## src/rtl/tt_pll_pkg.sv

```systemverilog
// rtl/tt_pll_pkg.sv - shared state enum, default constants and saturating add for the DCO loop
package tt_pll_pkg;

  typedef enum logic [1:0] {
    IDLE    = 2'd0,
    ACQUIRE = 2'd1,
    LOCKED  = 2'd2
  } loop_state_e;

  localparam int DEF_ACC_W    = 16;
  localparam int DEF_CTRL_W   = 10;
  localparam int DEF_BASE_FCW = 'h0400;
  localparam int DEF_KI       = 1;
  localparam int DEF_KP       = 16;
  localparam int DEF_LOCK_CNT = 256;

  // Widened to 64 bits so the sum itself can never overflow before clamping.
  function automatic int sat_add(input int a, input int b, input int lo, input int hi);
    longint s;
    s = longint'(a) + longint'(b);
    if (s > longint'(hi)) return hi;
    if (s < longint'(lo)) return lo;
    return int'(s);
  endfunction

endpackage

```

## src/rtl/tt_dco_nco.sv

```systemverilog
// rtl/tt_dco_nco.sv - clamped FCW, phase accumulator and registered feedback clock
module tt_dco_nco
  import tt_pll_pkg::*;
#(
  parameter int ACC_W    = DEF_ACC_W,
  parameter int CTRL_W   = DEF_CTRL_W,
  parameter int BASE_FCW = DEF_BASE_FCW,
  parameter int KP       = DEF_KP
) (
  input  logic              i_clk,
  input  logic              i_rst,
  input  logic              i_run,
  input  logic              i_up,
  input  logic              i_down,
  input  logic [CTRL_W-1:0] i_ctrl,
  output logic              o_clk_fb
);

  localparam logic signed [ACC_W+1:0] BASE_W  = (ACC_W+2)'(BASE_FCW);
  localparam logic signed [ACC_W+1:0] KP_W    = (ACC_W+2)'(KP);
  localparam logic signed [ACC_W+1:0] FCW_MIN = (ACC_W+2)'(1);
  localparam logic signed [ACC_W+1:0] FCW_MAX = (ACC_W+2)'((2**(ACC_W-1)) - 1);

  logic signed [ACC_W+1:0] prop;
  logic signed [ACC_W+1:0] fcw_wide;
  logic [ACC_W-1:0]        fcw;
  logic [ACC_W-1:0]        phase_q, phase_d;
  logic                    clk_fb_q;

  // Upper clamp keeps the output at or below half the system clock rate.
  always_comb begin
    prop = '0;
    if (i_up) begin
      prop = KP_W;
    end else if (i_down) begin
      prop = -KP_W;
    end
    fcw_wide = BASE_W + (ACC_W+2)'($signed(i_ctrl)) + prop;
    if (fcw_wide < FCW_MIN) begin
      fcw = ACC_W'(1);
    end else if (fcw_wide > FCW_MAX) begin
      fcw = ACC_W'((2**(ACC_W-1)) - 1);
    end else begin
      fcw = fcw_wide[ACC_W-1:0];
    end
  end

  always_comb begin
    phase_d = phase_q;
    if (i_run) begin
      phase_d = phase_q + fcw;
    end
  end

  always_ff @(posedge i_clk) begin
    if (i_rst) begin
      phase_q  <= '0;
      clk_fb_q <= 1'b0;
    end else begin
      phase_q  <= phase_d;
      clk_fb_q <= phase_q[ACC_W-1];
    end
  end

  assign o_clk_fb = clk_fb_q;

endmodule

```

## src/rtl/tt_dco_loop.sv

```systemverilog
// rtl/tt_dco_loop.sv - digital PLL loop: acquire/lock FSM, integral word, lock detect and scan chain
module tt_dco_loop
  import tt_pll_pkg::*;
#(
  parameter int ACC_W    = DEF_ACC_W,
  parameter int CTRL_W   = DEF_CTRL_W,
  parameter int BASE_FCW = DEF_BASE_FCW,
  parameter int KI       = DEF_KI,
  parameter int KP       = DEF_KP,
  parameter int LOCK_CNT = DEF_LOCK_CNT
) (
  input  logic              i_clk,
  input  logic              i_rst,
  input  logic              i_enable,
  input  logic              i_up,
  input  logic              i_down,
  output logic              o_clk_fb,
  output logic [CTRL_W-1:0] o_ctrl,
  output logic              o_lock,
  input  logic              i_scan_en,
  input  logic              i_scan_in,
  output logic              o_scan_out
);

  localparam int CTRL_MAX = (2**(CTRL_W-1)) - 1;
  localparam int CTRL_MIN = -(2**(CTRL_W-1));
  localparam int Q_W      = $clog2(LOCK_CNT + 1);
  localparam logic [Q_W-1:0] QUIET_FULL = Q_W'(LOCK_CNT);

  loop_state_e     state_q, state_d;
  logic [CTRL_W-1:0] ctrl_q, ctrl_d;
  logic [Q_W-1:0]  quiet_q, quiet_d;
  logic            lock_q, lock_d;
  logic            qual_up, qual_dn, qual_ev;
  logic            run;

  assign qual_up = i_up & ~i_down;
  assign qual_dn = i_down & ~i_up;
  assign qual_ev = qual_up | qual_dn;

  always_ff @(posedge i_clk) begin
    if (i_rst) begin
      state_q <= IDLE;
    end else begin
      state_q <= state_d;
    end
  end

  // Scan freezes the FSM; otherwise dropping enable always returns to IDLE.
  always_comb begin
    state_d = state_q;
    if (!i_scan_en) begin
      if (!i_enable) begin
        state_d = IDLE;
      end else begin
        unique case (state_q)
          IDLE:    state_d = ACQUIRE;
          ACQUIRE: if (quiet_q == QUIET_FULL && !qual_ev) state_d = LOCKED;
          LOCKED:  if (qual_ev) state_d = ACQUIRE;
          default: state_d = IDLE;
        endcase
      end
    end
  end

  always_comb begin
    run    = !i_scan_en && i_enable && (state_q != IDLE);
    lock_d = (state_d == LOCKED);
  end

  always_comb begin
    ctrl_d = ctrl_q;
    if (i_scan_en) begin
      ctrl_d = {ctrl_q[CTRL_W-2:0], i_scan_in};
    end else if (run && qual_up) begin
      ctrl_d = CTRL_W'(sat_add(int'($signed(ctrl_q)), KI, CTRL_MIN, CTRL_MAX));
    end else if (run && qual_dn) begin
      ctrl_d = CTRL_W'(sat_add(int'($signed(ctrl_q)), -KI, CTRL_MIN, CTRL_MAX));
    end
  end

  always_comb begin
    quiet_d = quiet_q;
    if (!i_scan_en) begin
      if (!run || qual_ev) begin
        quiet_d = '0;
      end else if (quiet_q != QUIET_FULL) begin
        quiet_d = quiet_q + Q_W'(1);
      end
    end
  end

  always_ff @(posedge i_clk) begin
    if (i_rst) begin
      ctrl_q  <= '0;
      quiet_q <= '0;
      lock_q  <= 1'b0;
    end else begin
      ctrl_q  <= ctrl_d;
      quiet_q <= quiet_d;
      lock_q  <= lock_d;
    end
  end

  tt_dco_nco #(
    .ACC_W   (ACC_W),
    .CTRL_W  (CTRL_W),
    .BASE_FCW(BASE_FCW),
    .KP      (KP)
  ) u_nco (
    .i_clk   (i_clk),
    .i_rst   (i_rst),
    .i_run   (run),
    .i_up    (qual_up),
    .i_down  (qual_dn),
    .i_ctrl  (ctrl_q),
    .o_clk_fb(o_clk_fb)
  );

  assign o_ctrl     = ctrl_q;
  assign o_lock     = lock_q;
  assign o_scan_out = ctrl_q[CTRL_W-1];

endmodule

```

## config.mk

```make
export PLATFORM = sky130hd
export DESIGN_NAME = tt_dco_loop
export DESIGN_NICKNAME = d
export VERILOG_FILES = /design/src/rtl/tt_pll_pkg.sv /design/src/rtl/tt_dco_nco.sv /design/src/rtl/tt_dco_loop.sv
export SDC_FILE = /design/constraint.sdc
export NUM_CORES = 1
export LEC_CHECK = 0
export BUFFER_PORTS_ARGS = -buffer_cell sky130_fd_sc_hd__buf_2
export CAP_MARGIN = 20
export CORE_AREA = 2 2 100 126
export CTS_CLUSTER_DIAMETER = 100
export DETAILED_ROUTE_END_ITERATION = 7
export DIE_AREA = 0 0 102 128
export GPL_TIMING_DRIVEN = 1
export PLACE_DENSITY = 0.49
export SYNTH_ARGS = -nofsm -noshare
export SYNTH_HDL_FRONTEND = slang
export SYNTH_SLANG_ARGS = --single-unit
```

## constraint.sdc

```tcl
create_clock -name i_clk -period 6.8 [get_ports i_clk]
set_clock_uncertainty 0.05 [all_clocks]
set_input_delay 1.36 -clock i_clk [delete_from_list [all_inputs] [get_ports i_clk]]
set_output_delay 1.36 -clock i_clk [all_outputs]
set_load 0.01 [all_outputs]
```

* Word level (Yosys, flattened, before mapping) *
Index checks and enable logic that the tools add are counted.

storage, ports and cells
  bits in registers = 39
  input bits = 7
  output and inout port bits = 13
  word-level logic and storage cells = 81

operators by class
  add/sub/neg operators = 6
  magnitude comparators = 6
  eq/ne operators = 5
  mux-type cells = 38
  bitwise operators = 6
  reductions and logical operators = 14

operators by type and width
  cell                      number
  $mux W10                  9
  $mux W18                  2
  $mux W9                   4
  $mux W16                  2
  $gt A11 B10 Y1 const B    2
  $lt A11 B10 Y1 const B    2
  $add A18 B18 Y18          1
  $gt A18 B16 Y1 const B    1
  $lt A18 B2 Y1 const B     1
  $add A16 B16 Y16          1
  $mux W1                   16
  $add A12 B10 Y13 const A  1
  $add A10 B1 Y11 const B   1
  $add A10 B2 Y11 const B   1
  $add A9 B1 Y9 const B     1
  $eq A9 B9 Y1 const B      1
  $ne A9 B9 Y1 const B      1
  $mux W2                   4
  $pmux W2 S3               1
  $logic_and A1 B1 Y1       5
  $eq A2 B2 Y1 const B      2
  $reduce_bool A2 Y1        2
  $logic_not A1 Y1          3
  $not A1 Y1                3
  7 further kinds           8

* Logic depth before layout (Yosys ltp) *
  depth in word-level cells = 16
  gate-level depth with buffers = 19
  gate-level depth less buffers = 18

* By module *
From an unflattened synthesis, not the netlist that was laid out.

second synthesis, totals
  cell total of the unflattened synthesis = 453
  area, all modules = 3543.4 um^2

by module, submodules not included
  module       times used  cells each  area each (um^2)  sequential area each (um^2)
  tt_dco_loop  1           241         1805.5            440.4
  tt_dco_nco   1           212         1737.9            340.3

* Worst setup path before layout *
No wires, ideal clock.

  kind = input to register
  start point = input i_up
  end point = register u_nco.phase_q[14]
  library setup time = 0.091 ns
  data arrival time = 4.464 ns
  data required time = 6.659 ns
  slack = 2.195 ns
  stages on the path = 18
  buffers on the path = 2
  path through = inv_1 > ha_1 > clkbuf_1 > buf_1 > xor2_1 > ha_1 > a21boi_0 > o221ai_1 > nand3b_1 > a21oi_1 > nor3_1 > ha_1 > o21a_1 > nor2_1 > o21bai_1 > a21oi_1 > or3_1 > a311oi_1

between the ends
  cells in the longest elaborated chain, start to end = 9
  elaborated cells between the ends (all ways) = 11
  classes of those cells = add/sub (2); order compare (2); mux (4); bitwise (3)

RTL lines
  what                  RTL line           RTL
  from (decl)           tt_dco_loop.sv:15  input logic i_up,
  $not A1 Y1            tt_dco_loop.sv:38  assign qual_dn = i_down & ~i_up;
  $and A1 B1 Y1         tt_dco_loop.sv:38
  $mux W18              tt_dco_nco.sv:35   end else if (i_down) begin
  $mux W18 (*)          tt_dco_nco.sv:33   if (i_up) begin
  $add A18 B18 Y18 (*)  tt_dco_nco.sv:38   fcw_wide = BASE_W + (ACC_W+2)'($signed(i_ctrl)) + prop;
  $gt A18 B16 Y1        tt_dco_nco.sv:41   end else if (fcw_wide > FCW_MAX) begin
  $mux W16              tt_dco_nco.sv:41
  $mux W16 (*)          tt_dco_nco.sv:39   if (fcw_wide < FCW_MIN) begin
  $add A16 B16 Y16 (*)  tt_dco_nco.sv:51   phase_d = phase_q + fcw;
  to (signal assigned)  tt_dco_nco.sv:60   phase_q <= phase_d;
  to (decl)             tt_dco_nco.sv:27   logic [ACC_W-1:0] phase_q, phase_d;

Every way passes the cells marked *; elsewhere a longest branch is shown, timed or not.
A chain may end at the register's enable or synchronous reset.

* Worst setup path in the final report *
Ends and elaborated chain as after synthesis.

==> reports/summary.txt <==
status - completed
Root Driver - clkbuf_16
Final GP Congestion - 0.825
critical path arrival - 4880 ps
IO Port Bufs - 19
WL final - 9530 um
Syn. warnings - 0
Distinct cells, synth - 63
Final Hold Vio Count - 0
setup ws final - 2080 ps
# IOs - 20
CTS buffer count - 5
Max Clk Rate - 212 MHz
initial antenna violation count - 0
met3 usage in global routing - 0.0224
register area share after synthesis - 0.224
Post-synth ARST share - 0
global route hottest layer - met2
drc violations - 0
dpl hpwl - 6550 um
WL per Instance - 15.2 um
Synth Flop Type - dfxtp_1
CP Class - in2reg
Buf/Inv on CP - 2
crit-path max FO - 19
Post-synth EDFFs - 0
syn avg cell area - 7.37 sq um
fill cell count - 1329
CP top delay family - compound AO/OA/AOI/OAI gates
share of layout cells above drive strength 1 - 0.0817
Max Root-Sink Buffers - 2
CP Launch Type - input port
Initial Util - 0.292
sequence of cells on the critical path - buf_2 -> inv_1 -> ha_1 -> nand3b_1 -> a21oi_1 -> a211oi_1 -> o21bai_1 -> a211o_1 -> xor2_1 -> ha_1 -> a21oi_1 -> nand2_1 -> or3_1 -> a21oi_1 -> o21ai_0 -> a311oi_1
total congestion overflow - 0
Yosys top cell area share - 0.224
total global-route track usage - 0.151
Syn Inst Count - 473
min cycle time layout - 4720 ps
Worst Path Required - 6950 ps
Antenna Nets Post-Route - 0
GR met1 Demand/Resource - 0.192
cell taking the most area after synthesis - dfxtp_1
final setup vio count - 0
CTS sink cnt - 39
met2 GRT Util - 0.253
Core Region - 11900 sq um
leakage - 1.50 nW
post_cts resized - 0
Layout Nets - 498
Slew @ Worst Pin - 970 ps
Final Max Slew Viols - 0
# hold bufs at CTS - 0
Worst path slowest cell - ha_1
Worst-path clk slew - 60 ps
H-tree level count - 2
postcts setup bufs - 0
DRT iter0 DRCs - 192
DRT Pass-1 Iters - 4
Layout area overhead - 8.69%
Final TNS setup - 0 ps
Worst path max stage delay - 610 ps
CTS tree - done
register bit total from synthesis - 39
pwr dens - 165 nW/um^2
RSZ-0062 raised after global routing - false
FP Rows - 45
via count - 3371
Die Wd - 102 um
Peak VDD IR - 0.0000917 V
Final Cycle Share - 0.695
commonest non-fill, non-tap cell in the layout - a21oi_1
die area - 13100 sq um
Ant. Diodes - 0
vias in the first global route - 3220
Die Y - 128 um
CP most frequent cell - a21oi_1
Netlist Area Pre-Place - 3480 sq um
Max transition margin - 0.349
first-pass GRT wire length - 15800 um
largest net degree at the start of global routing - 40
Hold Path Class - reg2reg
Max Cap Violations - 0
synth top area cells - dfxtp_1 22%, ha_1 9.3%, a21oi_1 6.2%, o21ai_0 4.5%, nand2_1 4.4%
vias per inst - 5.36
commonest cells after routing, fill and taps aside - 43 x a21oi_1, 41 x nand2_1, 40 x nor2_1
Clock Latency Late Sink - 290 ps
pre-CTS setup slack - 1750 ps
endpoint type of the worst setup path - register
[path summary, 6_finish.rpt]
path | startpoint | cells past startpoint | end | slack [ps]
worst min-delay path | u_nco.phase_q[7] | 2 | u_nco.phase_q[7] | 410
worst min register to register | u_nco.phase_q[7] | 2 | u_nco.phase_q[7] | 410
worst max-delay path | i_up | 16 | u_nco.phase_q[14] | 2080
worst max register to register | o_ctrl[4] | 14 | u_nco.phase_q[14] | 3150
[synthesized netlist by cell type, drive strengths merged, types with 3 or more instances]
library cell / instances
xnor2: 15
nor2b: 8
nand3b: 6
mux2i: 3
a2111oi: 3
o211ai: 8
or4: 4
o21a: 4
and3: 6
a211oi: 8
o21bai: 5
buf: 8
clkbuf: 29
nand4b: 5
nor2: 40
inv: 22
mux2: 3
and2: 5
nor3: 16
nand3: 11
o31ai: 4
a21o: 6
xor2: 12
o21ai: 32
a221oi: 6
nand2b: 5
or3: 5
nand4: 5
ha: 26
nand2: 41
a31oi: 3
a21oi: 43
dfxtp: 39
nor4: 4
a21boi: 4
[per-layer routing]
metal	vias up	share of wire
li1	1700	-
met5	-	0
met3	13	0.039
met4	0	0.024
met2	79	0.49
met1	1579	0.45
[logic make-up (layout without fill, tap and decap cells)]
group | Yosys count | count (layout) | synth area share
xor gates and xnor gates | 27 | 27 | 0.0679
AOI/OAI and AO/OA | 146 | 146 | 0.276
and+or+nand+nor | 168 | 168 | 0.246
DFF | 39 | 39 | 0.224
buffers and inverters | 59 | 50 | 0.0679
muxes | 6 | 6 | 0.0183
adders and majority gates | 27 | 27 | 0.0991
other | 1 | 2 | 0.00108
[sequential cells by signal, indices dropped and copies added (netlist names)]
register	cells
u_nco.phase_q	16
o_ctrl	10
quiet_q	9
state_q	2
o_lock	1
u_nco.o_clk_fb	1
[area by class of cell]
class | count | area (sq um) | area share
Clock inverter | 3 | 20.0 | 0.00529
Clock buffer | 5 | 125 | 0.0330
Multi-Input combinational cell | 376 | 2470 | 0.652
Tap cell | 164 | 205 | 0.0542
Sequential cell | 39 | 781 | 0.206
Inverter | 22 | 82.6 | 0.0218
Timing Repair Buffer | 20 | 103 | 0.0271
[report_power, final]
group | internal, mW | leakage, nW | switching (mW)
sequential | 0.233 | 0.316 | 0.0162
combinational | 0.0526 | 1.12 | 0.0804
clock | 0.135 | 0.0658 | 0.107
[stage by stage]
step	area (sq um)	hold WS [ps]	power [mW]	instances	utilization
after detailed placement	3640	399	0.386	621	0.305
after floorplan	3490	386	0.356	474	-
after global placement	3640	394	0.386	621	0.305
after global routing	3790	421	0.659	629	0.317
after CTS	3790	408	0.632	629	0.317
final	3790	406	0.625	629	0.317
[tightest hold or removal path: cells and delay by family (launching register included)]
kind / cells / cell delay [ps]
flip-flops: 1 / 310
AO/OA/AOI/OAI: 1 / 50
AND/OR/NAND/NOR: 1 / 50
Power figures use the tool's default switching activity.
